`config.mk`:
```
export PLATFORM = sky130hd
export DESIGN_NAME = pam4_tx_encoder
export DESIGN_NICKNAME = d
export VERILOG_FILES = /design/src/rtl/pam4_tx_pkg.sv /design/src/rtl/prbs7_gen.sv /design/src/rtl/pam4_tx_encoder.sv
export SDC_FILE = /design/constraint.sdc
export NUM_CORES = 1
export LEC_CHECK = 0
export CELL_PAD_IN_SITES_DETAIL_PLACEMENT = 0
export CELL_PAD_IN_SITES_GLOBAL_PLACEMENT = 2
export CORE_ASPECT_RATIO = 0.8
export CORE_MARGIN = 5
export CORE_UTILIZATION = 36
export CTS_CLUSTER_SIZE = 14
export DETAILED_ROUTE_END_ITERATION = 6
export DONT_BUFFER_PORTS = 1
export PLACE_DENSITY_LB_ADDON = 0.1
export SLEW_MARGIN = 25
export SYNTH_ARGS = -nofsm -noshare
export SYNTH_HDL_FRONTEND = slang
export SYNTH_SLANG_ARGS = --single-unit
```
`constraint.sdc`:
```
create_clock -name clk -period 2.4 [get_ports clk]
set_input_delay 0.36 -clock clk [delete_from_list [all_inputs] [get_ports clk]]
set_output_delay 0.36 -clock clk [all_outputs]
set_load 0.01 [all_outputs]
```
`src/rtl/pam4_tx_pkg.sv`:
```
// pam4_tx_pkg: shared state type, Gray/voltage helpers and PRBS7 constants for the PAM4 transmitter.
package pam4_tx_pkg;
  typedef enum logic [1:0] {IDLE, TRAIN, DATA} state_t;
  localparam logic [6:0] PRBS_SEED = 7'h7F;
  localparam int PRBS_TAP_HI = 6;
  localparam int PRBS_TAP_LO = 5;
  function automatic logic [1:0] bin2gray(input logic [1:0] b);
    return b ^ (b >> 1);
  endfunction
  // 9-bit signed intermediate; 3*step <= 127 keeps the result inside 8 bits.
  function automatic logic [7:0] idx2volt(input logic [1:0] idx, input int step);
    logic signed [8:0] v;
    v = 9'((2 * int'(idx) - 3) * step);
    return v[7:0];
  endfunction
endpackage

```
`src/rtl/prbs7_gen.sv`:
```
// prbs7_gen: x^7+x^6+1 LFSR yielding two bits (b1 first) per enabled step; reseed takes effect the same cycle.
module prbs7_gen
  import pam4_tx_pkg::*;
(
  input  logic       clk,
  input  logic       reset_n,
  input  logic       i_en,
  input  logic       i_reseed,
  output logic [1:0] o_bits
);
  logic [6:0] r_lfsr, w_base, w_s1, w_s2;
  logic w_b1, w_b0;
  always_comb begin
    w_base = i_reseed ? PRBS_SEED : r_lfsr;
    w_b1 = w_base[PRBS_TAP_HI] ^ w_base[PRBS_TAP_LO];
    w_s1 = {w_base[5:0], w_b1};
    w_b0 = w_s1[PRBS_TAP_HI] ^ w_s1[PRBS_TAP_LO];
    w_s2 = {w_s1[5:0], w_b0};
    o_bits = {w_b1, w_b0};
  end
  always_ff @(posedge clk or negedge reset_n)
    if (!reset_n) r_lfsr <= PRBS_SEED;
    else if (i_en) r_lfsr <= w_s2;
    else if (i_reseed) r_lfsr <= PRBS_SEED;
endmodule

```
`src/rtl/pam4_tx_encoder.sv`:
```
// pam4_tx_encoder: preamble + bit-pair Gray/PAM4 voltage encoder.
// TX_PRBS_TRAIN_EN selects a PRBS7 preamble instead of the fixed 0,3,0,3 pattern.
module pam4_tx_encoder
  import pam4_tx_pkg::*;
#(
  parameter int TRAIN_LEN = 64,
  parameter int LVL_STEP  = 32
) (
  input  logic       clk,
  input  logic       reset_n,
  input  logic       start,
  input  logic       stop,
  input  logic       data_in,
  input  logic       data_in_valid,
  output logic       data_in_ready,
  output logic [1:0] symbol_out,
  output logic       symbol_out_valid,
  output logic [7:0] voltage_level_out,
  output logic       voltage_level_out_valid,
  output logic [7:0] train_data_out,
  output logic       train_data_out_valid,
  output logic       training
);
  localparam int CW = TRAIN_LEN > 0 ? $clog2(TRAIN_LEN + 1) : 1;
  localparam logic [CW-1:0] TL = CW'(TRAIN_LEN);
  state_t r_state;
  logic [CW-1:0] r_cnt, w_train_num;
  logic r_half, r_b1, r_ready, r_sym_v, r_train_v, r_training;
  logic [1:0] r_sym, w_train_idx, w_idx;
  logic [7:0] r_volt, r_train_data, w_volt;
  logic w_go, w_train_sym, w_data_sym, w_emit;
  assign w_go = start & ~stop;
  // The start cycle itself emits preamble symbol 0, so training and valid line up.
  assign w_train_sym = (TRAIN_LEN > 0) && (w_go || (!start && !stop && r_state == TRAIN && r_cnt != TL));
  assign w_data_sym = !start && !stop && r_state == DATA && data_in_valid && r_half;
  assign w_emit = w_train_sym | w_data_sym;
  assign w_train_num = w_go ? '0 : r_cnt;
`ifdef TX_PRBS_TRAIN_EN
  logic [1:0] w_prbs_bits;
  prbs7_gen u_prbs (
    .clk(clk), .reset_n(reset_n), .i_en(w_train_sym), .i_reseed(w_go), .o_bits(w_prbs_bits)
  );
  assign w_train_idx = bin2gray(w_prbs_bits);
`else
  assign w_train_idx = w_train_num[0] ? 2'd3 : 2'd0;
`endif
  assign w_idx = w_train_sym ? w_train_idx : bin2gray({r_b1, data_in});
  assign w_volt = idx2volt(w_idx, LVL_STEP);
  always_ff @(posedge clk or negedge reset_n) begin
    if (!reset_n) begin
      r_state <= IDLE;
      r_cnt <= '0;
      r_half <= 1'b0;
      r_b1 <= 1'b0;
      r_ready <= 1'b0;
      r_training <= 1'b0;
      r_sym_v <= 1'b0;
      r_train_v <= 1'b0;
      r_sym <= '0;
      r_volt <= '0;
      r_train_data <= '0;
    end else begin
      r_sym_v <= w_emit;
      r_train_v <= w_train_sym;
      r_sym <= w_emit ? w_idx : '0;
      r_volt <= w_emit ? w_volt : '0;
      r_train_data <= w_train_sym ? w_volt : '0;
      if (stop) begin
        r_state <= IDLE;
        r_half <= 1'b0;
        r_ready <= 1'b0;
        r_training <= 1'b0;
      end else if (start) begin
        r_state <= TRAIN_LEN > 0 ? TRAIN : DATA;
        r_half <= 1'b0;
        r_ready <= TRAIN_LEN == 0;
        r_training <= TRAIN_LEN > 0;
      end else if (r_state == TRAIN && r_cnt == TL) begin
        r_state <= DATA;
        r_ready <= 1'b1;
        r_training <= 1'b0;
      end else if (r_state == DATA && data_in_valid) begin
        r_half <= ~r_half;
        r_b1 <= data_in;
      end
      if (w_train_sym) r_cnt <= w_train_num + 1'b1;
      else if (w_go) r_cnt <= '0;
    end
  end
  assign data_in_ready = r_ready;
  assign symbol_out = r_sym;
  assign symbol_out_valid = r_sym_v;
  assign voltage_level_out = r_volt;
  assign voltage_level_out_valid = r_sym_v;
  assign train_data_out = r_train_data;
  assign train_data_out_valid = r_train_v;
  assign training = r_training;
endmodule
```
; ---- Word level (Yosys, flattened, before mapping)
; Cells that the tools add are included.
[op_classes]
n_bitwise = 7
n_reduce_logical = 15
addsub = 2
mux = 20
eq_ne = 5
[ops]
columns = op, n
row1 = $mux W8, 2
row2 = $mux W7, 2
row3 = $mux W2, 6
row4 = $mux W1, 10
row5 = $logic_and A1 B1 Y1, 8
row6 = $add A7 B1 Y7 const B, 1
row7 = $eq A7 B7 Y1 const B, 1
row8 = $ne A7 B7 Y1 const B, 1
row9 = $reduce_bool A3 Y1, 2
row10 = $not A1 Y1, 4
row11 = $reduce_and A4 Y1, 1
row12 = $ne A3 B3 Y1 const B, 1
row13 = $sub A3 B2 Y3 const B, 1
row14 = $eq A2 B1 Y1 const B, 1
row15 = $eq A2 B2 Y1 const B, 1
row16 = $logic_not A1 Y1, 2
row17 = $reduce_and A2 Y1, 1
row18 = $xor A2 B1 Y2, 1
row19 = $and A1 B1 Y1, 1
row20 = $logic_or A1 B1 Y1, 1
row21 = $or A1 B1 Y1, 1
[totals]
wordCells = 60
register_bits = 33
output_inout_bits = 23

; ---- Depth between registers and ports, before layout
; Gate-level depths: netlist (run 1).
[logic_depth]
word_depth = 8
ltp_mapped = 9

; ---- Worst setup path before layout (run 1)
; Ideal clock, no wire load.
[synth_timing]
path_kind = register to register
start = register r_cnt[3]
end = register r_cnt[2]
path_stages_with_launch = 5
required_time_ns = 2.281
period_less_slack_ns = 1.694
setup_slack_ns = 0.706
path_buffers = 0
t_arrival_ns = 1.575
path_cell_list = dfrtp_1 or4b_4 o41ai_4 nand2_1 o21a_1
[synth_between]
elab_chain_cells = 4
[synth_rtl]
columns = element, line_no
row1 = from (decl), pam4_tx_encoder.sv:27  ; logic [CW-1:0] r_cnt, w_train_num;
row2 = from (signal assigned), pam4_tx_encoder.sv:86  ; if (w_train_sym) r_cnt <= w_train_num + 1'b1;
row3 = $ne A7 B7 Y1, pam4_tx_encoder.sv:34  ; assign w_train_sym = (TRAIN_LEN > 0) && (w_go || (!start && !stop && r_state == TRAIN && r_cnt != TL));
row4 = $logic_and A1 B1 Y1, pam4_tx_encoder.sv:34
row5 = $logic_or A1 B1 Y1, pam4_tx_encoder.sv:34
row6 = via w_train_sym, pam4_tx_encoder.sv:31  ; logic w_go, w_train_sym, w_data_sym, w_emit;
row7 = $mux W7, pam4_tx_encoder.sv:86
; The timed path passes the listed nets, and every way through them passes these cells.
; A chain may end at the register's enable or synchronous reset.

; ---- Final worst setup path (run 1)
[layout_timing]
start = register r_cnt[3]
end = register r_sym[1], in the netlist symbol_out[1]
[layout_between]
elab_chain_cells = 5
[layout_rtl]
columns = element, line_no
row1 = $ne A7 B7 Y1 (*), pam4_tx_encoder.sv:34
row2 = $logic_and A1 B1 Y1 (*), pam4_tx_encoder.sv:34
row3 = $logic_or A1 B1 Y1 (*), pam4_tx_encoder.sv:34
row4 = $mux W2 / $or A1 B1 Y1 (equally long branches), "pam4_tx_encoder.sv:47, pam4_tx_encoder.sv:36"
row5 = $mux W2 (*), pam4_tx_encoder.sv:65  ; r_sym <= w_emit ? w_idx : '0;
row6 = to (signal assigned), pam4_tx_encoder.sv:65
row7 = to (decl), pam4_tx_encoder.sv:29  ; logic [1:0] r_sym, w_train_idx, w_idx;
; Mark *: on every way between the ends. The rest lies on a longest branch, timed or not.

==> results of run 1 <==
==> worst max-delay path: stages, from the launching register on <==
cell and delay, ns:
dfrtp_1 0.43, or4b_4 0.57, o41ai_4 0.36, a21boi_1 0.12
a211oi_1 0.24
==> metal layers <==
layer | vias up | track usage [%] | routed length [µm]
met2 | 21 | 13.4 | 708
met4 | 0 | 2.61 | 18
met1 | 278 | 14.0 | 775
met5 | - | 0 | 0
met3 | 2 | 5.27 | 151
li1 | 279 | - | -
==> synth_stat cells (all sizes together) (2+ instances only) <==
cell / number / area, µm²
nor2: 7 / 26.3
nand2: 5 / 18.8
dfrtp: 18 / 450
a211oi: 2 / 15.0
xor2: 5 / 43.8
and3: 2 / 13.8
buf: 14 / 105
o21ai: 2 / 10.0
nand4: 3 / 18.8
a21oi: 5 / 25.0
nor3: 3 / 15.0
clkbuf: 2 / 7.51
==> sequential cells by signal (all words and copies together) (netlist names) <==
signal             count
voltage_level_out      2
r_cnt                  7
r_half                 1
r_b1                   1
r_state                2
train_data_out         3
symbol_out             2
==> area by class of cell <==
type,instances,area [µm²],share of cell area (%)
flip-flops and latches,18,450,47.9
inverters,1,3.75,0.399
well taps,36,45.0,4.79
clock buffers,4,36.3,3.86
repair buffers,1,10.0,1.07
multi-input cells,61,394,41.9
==> kinds of logic (layout without fill, tap and decap cells) <==
kind of cell / Yosys count / in the layout / synth area share [%]
flops: 18 / 18 / 48.6
other cells: 1 / 10 / 0.404
fa+ha+maj: 1 / 1 / 1.35
mux: 1 / 1 / 1.21
compound gates: 15 / 15 / 13.0
buf+inv: 17 / 6 / 12.6
simple gates: 29 / 29 / 18.2
xor+xnor: 5 / 5 / 4.72
==> power groups by stage <==
stage	sequential [W]	clock, W	combinational, W
6_report	0.000364	0.000190	0.0000669
5_1_grt	0.000367	0.000207	0.0000776
4_1_cts	0.000364	0.000196	0.0000679
3_5_place_dp	0.000370	0	0.0000601
3_3_place_gp	0.000371	0	0.0000616
2_1_floorplan	0.000358	0	0.0000739
==> placed cells by master, fill, tap and decap left out <==
cell type and instances:
clkbuf_4 3, a211oi_1 2, nand2b_1 1, conb_1 10
nor3b_4 1, nor4_1 1, o221ai_1 1, nor2_1 7
dlygate4sd3_1 1, ha_1 1, nand2_1 5, nor3_1 3
xor2_1 5, o21ai_0 2, or3_1 1, and3_2 1
a21boi_1 1, o21a_1 1, mux2_2 1, or4b_4 1
and3_1 1, dfrtp_1 18, a21oi_1 5, nand3b_1 1
nor2b_1 1, inv_1 1, o41ai_4 1, nand4_1 3
nand3_1 1, o2bb2ai_1 1, a41o_1 1, and2_1 1
clkbuf_8 1
==> through the flow <==
stage	instances	power, W	utilization [%]
after floorplan	96	0.000432	-
after global placement	116	0.000432	36.3
after detailed placement	116	0.000430	36.3
after CTS	121	0.000628	38.2
after global routing	121	0.000651	38.2
final	121	0.000621	38.2
==> worst min path at each step <==
| stage | start | end | slack (ns) | depth (start not counted) |
|---|---|---|---|---|
| after floorplan | reset_n | r_b1 | 0.06 | 0 |
| after global placement | reset_n | r_state[1] | 0.06 | 0 |
| after detailed placement | reset_n | r_state[1] | 0.06 | 0 |
| after CTS | stop | r_state[0] | 0.1 | 1 |
| after global routing | stop | r_state[0] | 0.09 | 1 |
| final | stop | r_state[0] | 0.11 | 1 |
==> metrics.md, run 1 <==
| Metric | Value |
|---|---|
| TritonCTS clock tree | yes |
| Post-Syn Instances | 87 |
| Ant. Diodes | 0 |
| Sequential power share | 58.6% |
| Startpoint class of the critical path | register |
| First-pass GRT wire length | 2810 µm |
| CTS Buf Count | 3 |
| Worst hold margin | 0.108 ns |
| Pin count of the biggest net entering global routing | 19 |
| # nets final | 93 |
| Clk_lat worst skew | 0.30 ns |
| Worst Skew | 0.00796 ns |
| EDFF count, synth | 0 |
| Mapped Avg Cell Area | 10.7 µm² |
| Reg2Reg Depth | 4 |
| Leak pwr | 0.433 nW |
| Yosys cell types | 32 |
| Die Ht | 55.4 µm |
| Worst setup path end | symbol_out[1] |
| # DRC | 0 |
| Layout cell share with drive strength beyond 1 | 10.6% |
| DRT iter0 DRCs | 45 |
| Starting density of the core | 37.7% |
| First-pass DRT Iterations | 4 |
| Reg2reg end | symbol_out[1] |
| Worst path required time | 2.60 ns |
| Status | complete, no violations |
| Combinational fraction of design power | 10.8% |
| Critical path type | register to register |
| Minimum clock period | 1.82 ns |
| Fin crit share | 75.8% |
| Area grow syn2layout | 1.35% |
| Row count | 16 |
| Filler cell count | 255 |
| Headroom to the max-slew limit | 45.8% |
| I/O pin count | 29 |
| Sequential area share after synthesis | 48.6% |
| Die Wd | 66.7 µm |
| Register bit count reported by yosys | 18 |
| Synth Warn # | 0 |
| HP Class | primary input to register |
| Net switching fraction of the power | 28.7% |
| Root Driver | clkbuf_4 |
| Layout Cell Area excl Fill | 940 µm² |
| RSZ-0062 raised after global routing | no |
| Slew @ Worst Pin | 0.810 ns |
| Post-synth top flop | dfrtp_1 |
| Max Cap Viol | 0 |
| Synthesized cell area | 927 µm² |
| GRT Total Usage | 10.0% |
| Flop-to-flop setup slack | 0.58 ns |
| Routed Antenna Nets | 0 |
| Reg-to-Reg Start | r_cnt[3] |
| Clock power frac | 30.6% |
| Hpwl dp | 1220 µm |
| CTS Hold Bufs | 1 |
| CP endpoint kind | register |
| Vias in the first global route | 573 |
| Gp weighted congestion | 0.695 |
| Total net switching power | 0.000178 W |
| Final wirelength | 1650 µm |
| Reg clk slew, reported paths | 0.11 ns |
| Top achievable clock speed | 550 MHz |
| Initial antenna violation count | 0 |
| Placement Setup Slack | 0.585 ns |
| Htree depth | 1 |
| Pint | 0.000442 W |
| Worst VDD drop | 0.263 mV |
| Crit. Startpoint | r_cnt[3] |
| Clock sink count | 18 |
| Total die area | 0.00370 mm² |
| Fin. Hold Viols | 0 |
| Crit path max fanout | 7 |
| Post-CTS Setup Bufs | 0 |
| Area after DPL | 893 µm² |
| Core region area | 0.00246 mm² |
| Vias per cell | 4.79 |
| DR WL/cell | 13.7 µm |
| Asr flop ratio synth | 100% |
| Final setup viols | 0 |
| Worst Path Arrival | 2.02 ns |
| Cell Pwr Density | 660 mW/mm² |
| CTS max path bufs | 2 |
| Port Buf Inserts | 0 |
| Final setup TNS | 0 ns |
| Post-CTS Resized | 0 |
| Max-slew violation count | 0 |
| Remaining Overflow, GRT | 0 |
| Vias | 580 |
| Setup WS post-layout | 0.580 ns |
Power figures use the tool's default switching activity.
==> inputs of run 2 (changes only) <==
clock period = 1.78 ns   (was 2.4 ns; I/O delays follow)
==> run 2 against run 1 <==
Clock skew down 0.0033 ns. Non-clock buffer count grew 10. Critical path depth unchanged. Hold slack got worse by 0.083 ns. Utilization grew 3.7 points. Wire length grew 7.1%. Largest cell class unchanged. Sequential power is 33% higher. Flip-flop and latch count unchanged. Final cell count grew 8.3%. Final area is 9.7% higher. Maximum frequency rose by 7.5%. First-iteration DRC count shrank 29%. Critical path type unchanged.
==> metrics.md, run 2 (synthesis results as in run 1) <==
| Metric | Value |
|---|---|
| Clock power frac | 29.8% (-0.8 points) |
| RSZ-0062 raised after global routing | no |
| Vias | 617 (+6.4%) |
| Routed Antenna Nets | 0 (unchanged) |
| CP Cell Sequence | or4b_4 -> o41ai_4 -> buf_4 -> o221ai_1 |
| Worst Skew | 0.00464 ns (-0.00333 ns) |
| Commonest non-fill, non-tap cells in the layout | dfrtp_1, conb_1, buf_4, nor2_1 |
| Area grow syn2layout | 11.2% |
| Combinational fraction of design power | 13.8% (+3.0 points) |
| Total net switching power | 0.000247 W (+39%) |
| Slew @ Worst Pin | 0.817 ns (+0.00634 ns) |
| Cell Pwr Density | 832 mW/mm² (+26%) |
| Reg2Reg Depth | 4 (unchanged) |
| Clock sink count | 18 (unchanged) |
| Critical path's top delay family | simple AND/OR/NAND/NOR gates |
| Port Buf Inserts | 0 (unchanged) |
| I/O pin count | 29 (unchanged) |
| Vias per cell | 4.71 (-1.7%) |
| Clk_lat worst skew | 0.29 ns (about the same) |
| Critical path type | register to register |
| Total die area | 0.00370 mm² (unchanged) |
| Startpoint class of the critical path | register |
| CP Depth | 4 (unchanged) |
| CTS max path bufs | 2 (unchanged) |
| Pin count of the biggest net entering global routing | 19 (unchanged) |
| Row count | 16 (unchanged) |
| Root Driver | clkbuf_4 |
| Worst Path Arrival | 1.86 ns (-0.16 ns) |
| Fin. Hold Viols | 0 (unchanged) |
| Setup WS post-layout | 0.0879 ns (-0.493 ns) |
| Fin crit share | 95.1% (+19 points) |
| CTS Buf Count | 3 (unchanged) |
| # nets final | 103 (+11%) |
| First-pass GRT wire length | 3120 µm (+11%) |
| Minimum clock period | 1.69 ns (-0.127 ns) |
| HP Class | primary input to register |
| First-pass DRT Iterations | 4 (unchanged) |
| CP endpoint kind | register |
| Worst VDD drop | 0.389 mV (+48%) |
| Post-CTS Setup Bufs | 0 (unchanged) |
| Top achievable clock speed | 591 MHz (+7.5%) |
| Vias in the first global route | 641 (+12%) |
| WP buf/inv | 1 (+1) |
| # DRC | 0 (unchanged) |
| Final setup viols | 0 (unchanged) |
| Hpwl dp | 1300 µm (+6.7%) |
| Crit path max fanout | 5 (-2) |
| Die Wd | 66.7 µm (unchanged) |
| Htree depth | 1 (unchanged) |
| Die Ht | 55.4 µm (unchanged) |
| Placement Setup Slack | 0.0838 ns (-0.501 ns) |
| Pint | 0.000611 W (+38%) |
| Leading cell type in the layout, fill and taps excluded | dfrtp_1 |
| Layout cell share with drive strength beyond 1 | 20.0% (+9.4 points) |
| Sequential power share | 56.4% (-2.2 points) |
| CP max stage cell | or4b_4 |
| Headroom to the max-slew limit | 45.4% (-0.42 points) |
| DRT iter0 DRCs | 32 (-29%) |
| WHS Path Cells | 1 (unchanged) |
| Worst path required time | 1.95 ns (-0.65 ns) |
| Status | complete, no violations |
| Leak pwr | 0.482 nW (+11%) |
| Top reg by flops | r_cnt |
| Net switching fraction of the power | 28.8% (+0.078 points) |
| Gp weighted congestion | 0.687 (-1.2%) |
| Core region area | 0.00246 mm² (unchanged) |
| Max-slew violation count | 0 (unchanged) |
| Crit-path max cell delay | 0.55 ns (-0.02 ns) |
| DR WL/cell | 13.5 µm (-1.0%) |
| Initial antenna violation count | 0 (unchanged) |
| TritonCTS clock tree | yes |
| Final setup TNS | 0 ns (unchanged) |
| Ant. Diodes | 0 (unchanged) |
| Reg clk slew, reported paths | 0.11 ns (about the same) |
| Max reg flops | 7 (unchanged) |
| Starting density of the core | 37.7% (unchanged) |
| Max Cap Viol | 0 (unchanged) |
| Remaining Overflow, GRT | 0 (unchanged) |
| Final wirelength | 1770 µm (+7.1%) |
| GRT Total Usage | 11.1% (+1.0 points) |
run 2: changes by cell type in the layout (fill, tap and decap cells not counted):
cell           previous run  this run
dlygate4sd3_1             1         3
nor4_1                    1         0
nor4_2                    0         1
buf_4                     0         8
a211oi_1                  2         1
a211oi_2                  0         1
run 2: worst reg2reg max path, cell delays in order, from the launching register on:
cell and delay (ns):
dfrtp_1 0.41, or4b_4 0.55, o41ai_4 0.28, buf_4 0.20
o221ai_1 0.12
run 2: cell type report:
| class | instances | area, µm² |
|---|---|---|
| clock buffer | 4 | 36.3 |
| fill | 240 | 1430 |
| inverter | 1 | 3.75 |
| multi-input combinational | 61 | 405 |
| sequential | 18 | 450 |
| tap | 36 | 45.0 |
| timing repair buffer | 11 | 90.1 |
run 2: metal layers:
metal / global-route usage [%] / share of wire, %
met1: 15.7 / 50
met2: 14.7 / 41
met3: 4.87 / 8.2
met4: 3.77 / 0.85
met5: 0 / 0
run 2: power by group through the flow:
stage | Sequential [W] | Combinational, W | Clock (W)
2_1_floorplan | 0.000483 | 0.0000996 | 0
3_5_place_dp | 0.000491 | 0.000103 | 0
6_report | 0.000484 | 0.000118 | 0.000256
5_1_grt | 0.000490 | 0.000135 | 0.000291
3_3_place_gp | 0.000491 | 0.000104 | 0
4_1_cts | 0.000482 | 0.000115 | 0.000269
run 2: worst paths after layout:
check	from	end	slack, ns
worst max-delay path	r_cnt[5]	voltage_level_out[7]	0.09
worst min-delay path	stop	r_state[1]	0.03
worst max register to register	r_cnt[5]	voltage_level_out[7]	0.09
worst min register to register	r_cnt[6]	r_cnt[6]	0.55
max in group asynchronous	reset_n	train_data_out[5]	0.78
min in group asynchronous	reset_n	r_state[1]	0.50
run 2: repair_timing:
item,CTS,global route
endpoints found under the setup margin,0,2
hold endpoints to repair,19,2
hold buffers,2,1
gates resized for setup,0,2
run 2: metrics by stage:
stage                     util, %  power [W]  hold slack (ns)  instances  area (µm²)
final                        41.9   0.000858           0.0250        131        1030
after global routing         41.9   0.000916          0.00121        131        1030
after CTS                    41.0   0.000867          0.00441        130        1010
after detailed placement     38.7   0.000594          -0.0283        124         953
after global placement       38.7   0.000595          -0.0282        124         953
after floorplan                 -   0.000583          -0.0286         96         961
==> inputs of run 3 (changes only) <==
CORE_MARGIN = not set   (was 5)
==> run 3 against run 2 <==
Clock skew rose by 0.0096 ns. Final cell count unchanged. Utilization increased by 0.087 points. Die area down 25%. Wire length down 5.2%. Hold slack better by 0.089 ns. Critical path depth did not move. Clock power about the same. Register-to-register slack about the same. Final area down 0.61%. Maximum frequency rose by 0.33%. Highest routed layer unchanged.
==> metrics.md, run 3 (synthesis results as in run 1) <==
| Metric | Value |
|---|---|
| Headroom to the max-slew limit | 47.4% (+2.1 points) |
| Final setup viols | 0 (unchanged) |
| Top achievable clock speed | 593 MHz (+0.33%) |
| Startpoint class of the critical path | register |
| Post-Layout Cell Count | 131 (unchanged) |
| Reg2Reg Depth | 4 (unchanged) |
| CTS max path bufs | 2 (unchanged) |
| First-pass DRT Iterations | 4 (unchanged) |
| Post-placement cell count | 123 (-0.81%) |
| GRT Total Usage | 13.9% (+2.9 points) |
| Initial antenna violation count | 0 (unchanged) |
| Root Driver | clkbuf_4 |
| Reg2reg end | voltage_level_out[7] |
| Final wirelength | 1680 µm (-5.2%) |
| TritonCTS clock tree | yes |
| Max-slew violation count | 0 (unchanged) |
| First-pass GRT wire length | 2710 µm (-13%) |
| Fin. Hold Viols | 0 (unchanged) |
| # nets final | 103 (unchanged) |
| DRT iter0 DRCs | 13 (-59%) |
| Layout cell share with drive strength beyond 1 | 18.9% (-1.1 points) |
| Leak pwr | 0.482 nW (about the same) |
| Clk_lat worst skew | 0.30 ns (about the same) |
| Routed Antenna Nets | 0 (unchanged) |
| Hpwl dp | 1260 µm (-3.2%) |
| Worst setup path end | voltage_level_out[7] |
| Ant. Diodes | 0 (unchanged) |
| HP Class | primary input to register |
| Commonest non-fill, non-tap cells in the layout | dfrtp_1, conb_1, buf_4, nor2_1 |
| Max reg flops | 7 (unchanged) |
| Final setup TNS | 0 ns (unchanged) |
| # DRC | 0 (unchanged) |
| Starting density of the core | 38.0% (+0.31 points) |
| Remaining Overflow, GRT | 0 (unchanged) |
| Leading cell type in the layout, fill and taps excluded | dfrtp_1 |
| DR WL/cell | 12.8 µm (-5.2%) |
| Crit path max fanout | 4 (-1) |
| Fin crit share | 94.7% (-0.32 points) |
| Htree depth | 1 (unchanged) |
| Port Buf Inserts | 0 (unchanged) |
| Cell Pwr Density | 833 mW/mm² (about the same) |
| Worst VDD drop | 0.420 mV (+7.9%) |
| Crit. Startpoint | r_cnt[5] |
| Worst Path Arrival | 1.85 ns (about the same) |
| RSZ-0062 raised after global routing | no |
| Total die area | 0.00278 mm² (-25%) |
| Core region area | 0.00244 mm² (-0.81%) |
| Setup WS post-layout | 0.0935 ns (+0.00564 ns) |
| Die Ht | 47.4 µm (-14%) |
| Die Wd | 58.7 µm (-12%) |
| Reg-to-Reg Start | r_cnt[5] |
| Area grow syn2layout | 10.5% |
| Pin count of the biggest net entering global routing | 19 (unchanged) |
| Critical path type | register to register |
| CTS Buf Count | 3 (unchanged) |
| Placement Setup Slack | 0.0981 ns (+0.0143 ns) |
| Minimum clock period | 1.69 ns (-0.00564 ns) |
| Gp weighted congestion | 0.777 (+13%) |
| Slew @ Worst Pin | 0.786 ns (-0.0308 ns) |
| Vias per cell | 4.67 (-0.81%) |
| Vias in the first global route | 592 (-7.6%) |
| Max Cap Viol | 0 (unchanged) |
| Worst Skew | 0.0142 ns (+0.00956 ns) |
| I/O pin count | 29 (unchanged) |
| Status | complete, no violations |
| Worst path required time | 1.94 ns (about the same) |
| Row count | 16 (unchanged) |
| Clock sink count | 18 (unchanged) |
| Top reg by flops | r_cnt |
| CP endpoint kind | register |
| Vias | 612 (-0.81%) |
| Reg clk slew, reported paths | 0.11 ns (about the same) |
| Flop-to-flop setup slack | 0.09 ns (about the same) |
run 3: cell counts in the layout (fill, tap and decap cells not counted):
No cell type changed its count.
run 3: critical path: stages, from the launching register on:
cell,delay (ns)
dfrtp_1,0.41
or4b_4,0.54
o41ai_4,0.28
buf_4,0.19
o221ai_1,0.11
run 3: repair_timing:
item / CTS / global route
setup buffers: 0 / 1
setup endpoints to repair: 0 / 3
resized for setup: 0 / 1
endpoints found under the hold margin: 18 / 3
hold buffers: 1 / 2
run 3: power by group:
| group | internal, W | total [W] | switching [W] |
|---|---|---|---|
| logic | 0.0000480 | 0.000111 | 0.0000634 |
| clock network | 0.000125 | 0.000253 | 0.000128 |
| registers | 0.000436 | 0.000489 | 0.0000529 |
| total | 0.000609 | 0.000854 | 0.000245 |
run 3: per-layer routing:
| metal | wire length (µm) | track usage, % |
|---|---|---|
| met1 | 820 | 17.4 |
| met2 | 703 | 22.7 |
| met3 | 135 | 5.23 |
| met4 | 20 | 4.29 |
| met5 | 0 | 0 |
run 3: final cells by class:
cell class / instances / area (µm²)
timing repair buffer: 11 / 90.1
tap: 36 / 45.0
multi-input combinational: 61 / 399
inverter: 1 / 3.75
sequential: 18 / 450
clock buffer: 4 / 36.3
fill: 249 / 1420
run 3: stage by stage:
| step | power, W | cell area [µm²] | hold WS, ns | utilization (%) |
|---|---|---|---|---|
| after floorplan | 0.000583 | 961 | -0.0286 | - |
| after global placement | 0.000595 | 946 | -0.0283 | 38.7 |
| after detailed placement | 0.000595 | 946 | -0.0282 | 38.7 |
| after CTS | 0.000856 | 992 | 0.00972 | 40.6 |
| after global routing | 0.000908 | 1020 | 0.109 | 42.0 |
| final | 0.000854 | 1020 | 0.114 | 42.0 |
run 3: worst min path at each step:
| stage | slack, ns | cells past startpoint | start | endpoint |
|---|---|---|---|---|
| floorplan | -0.03 | 0 | reset_n | r_b1 |
| global placement | -0.03 | 0 | reset_n | train_data_out[6] |
| detailed placement | -0.03 | 0 | reset_n | train_data_out[6] |
| CTS | 0.01 | 1 | stop | r_state[0] |
| global route | 0.11 | 1 | data_in | r_b1 |
| finish | 0.11 | 2 | start | r_state[0] |
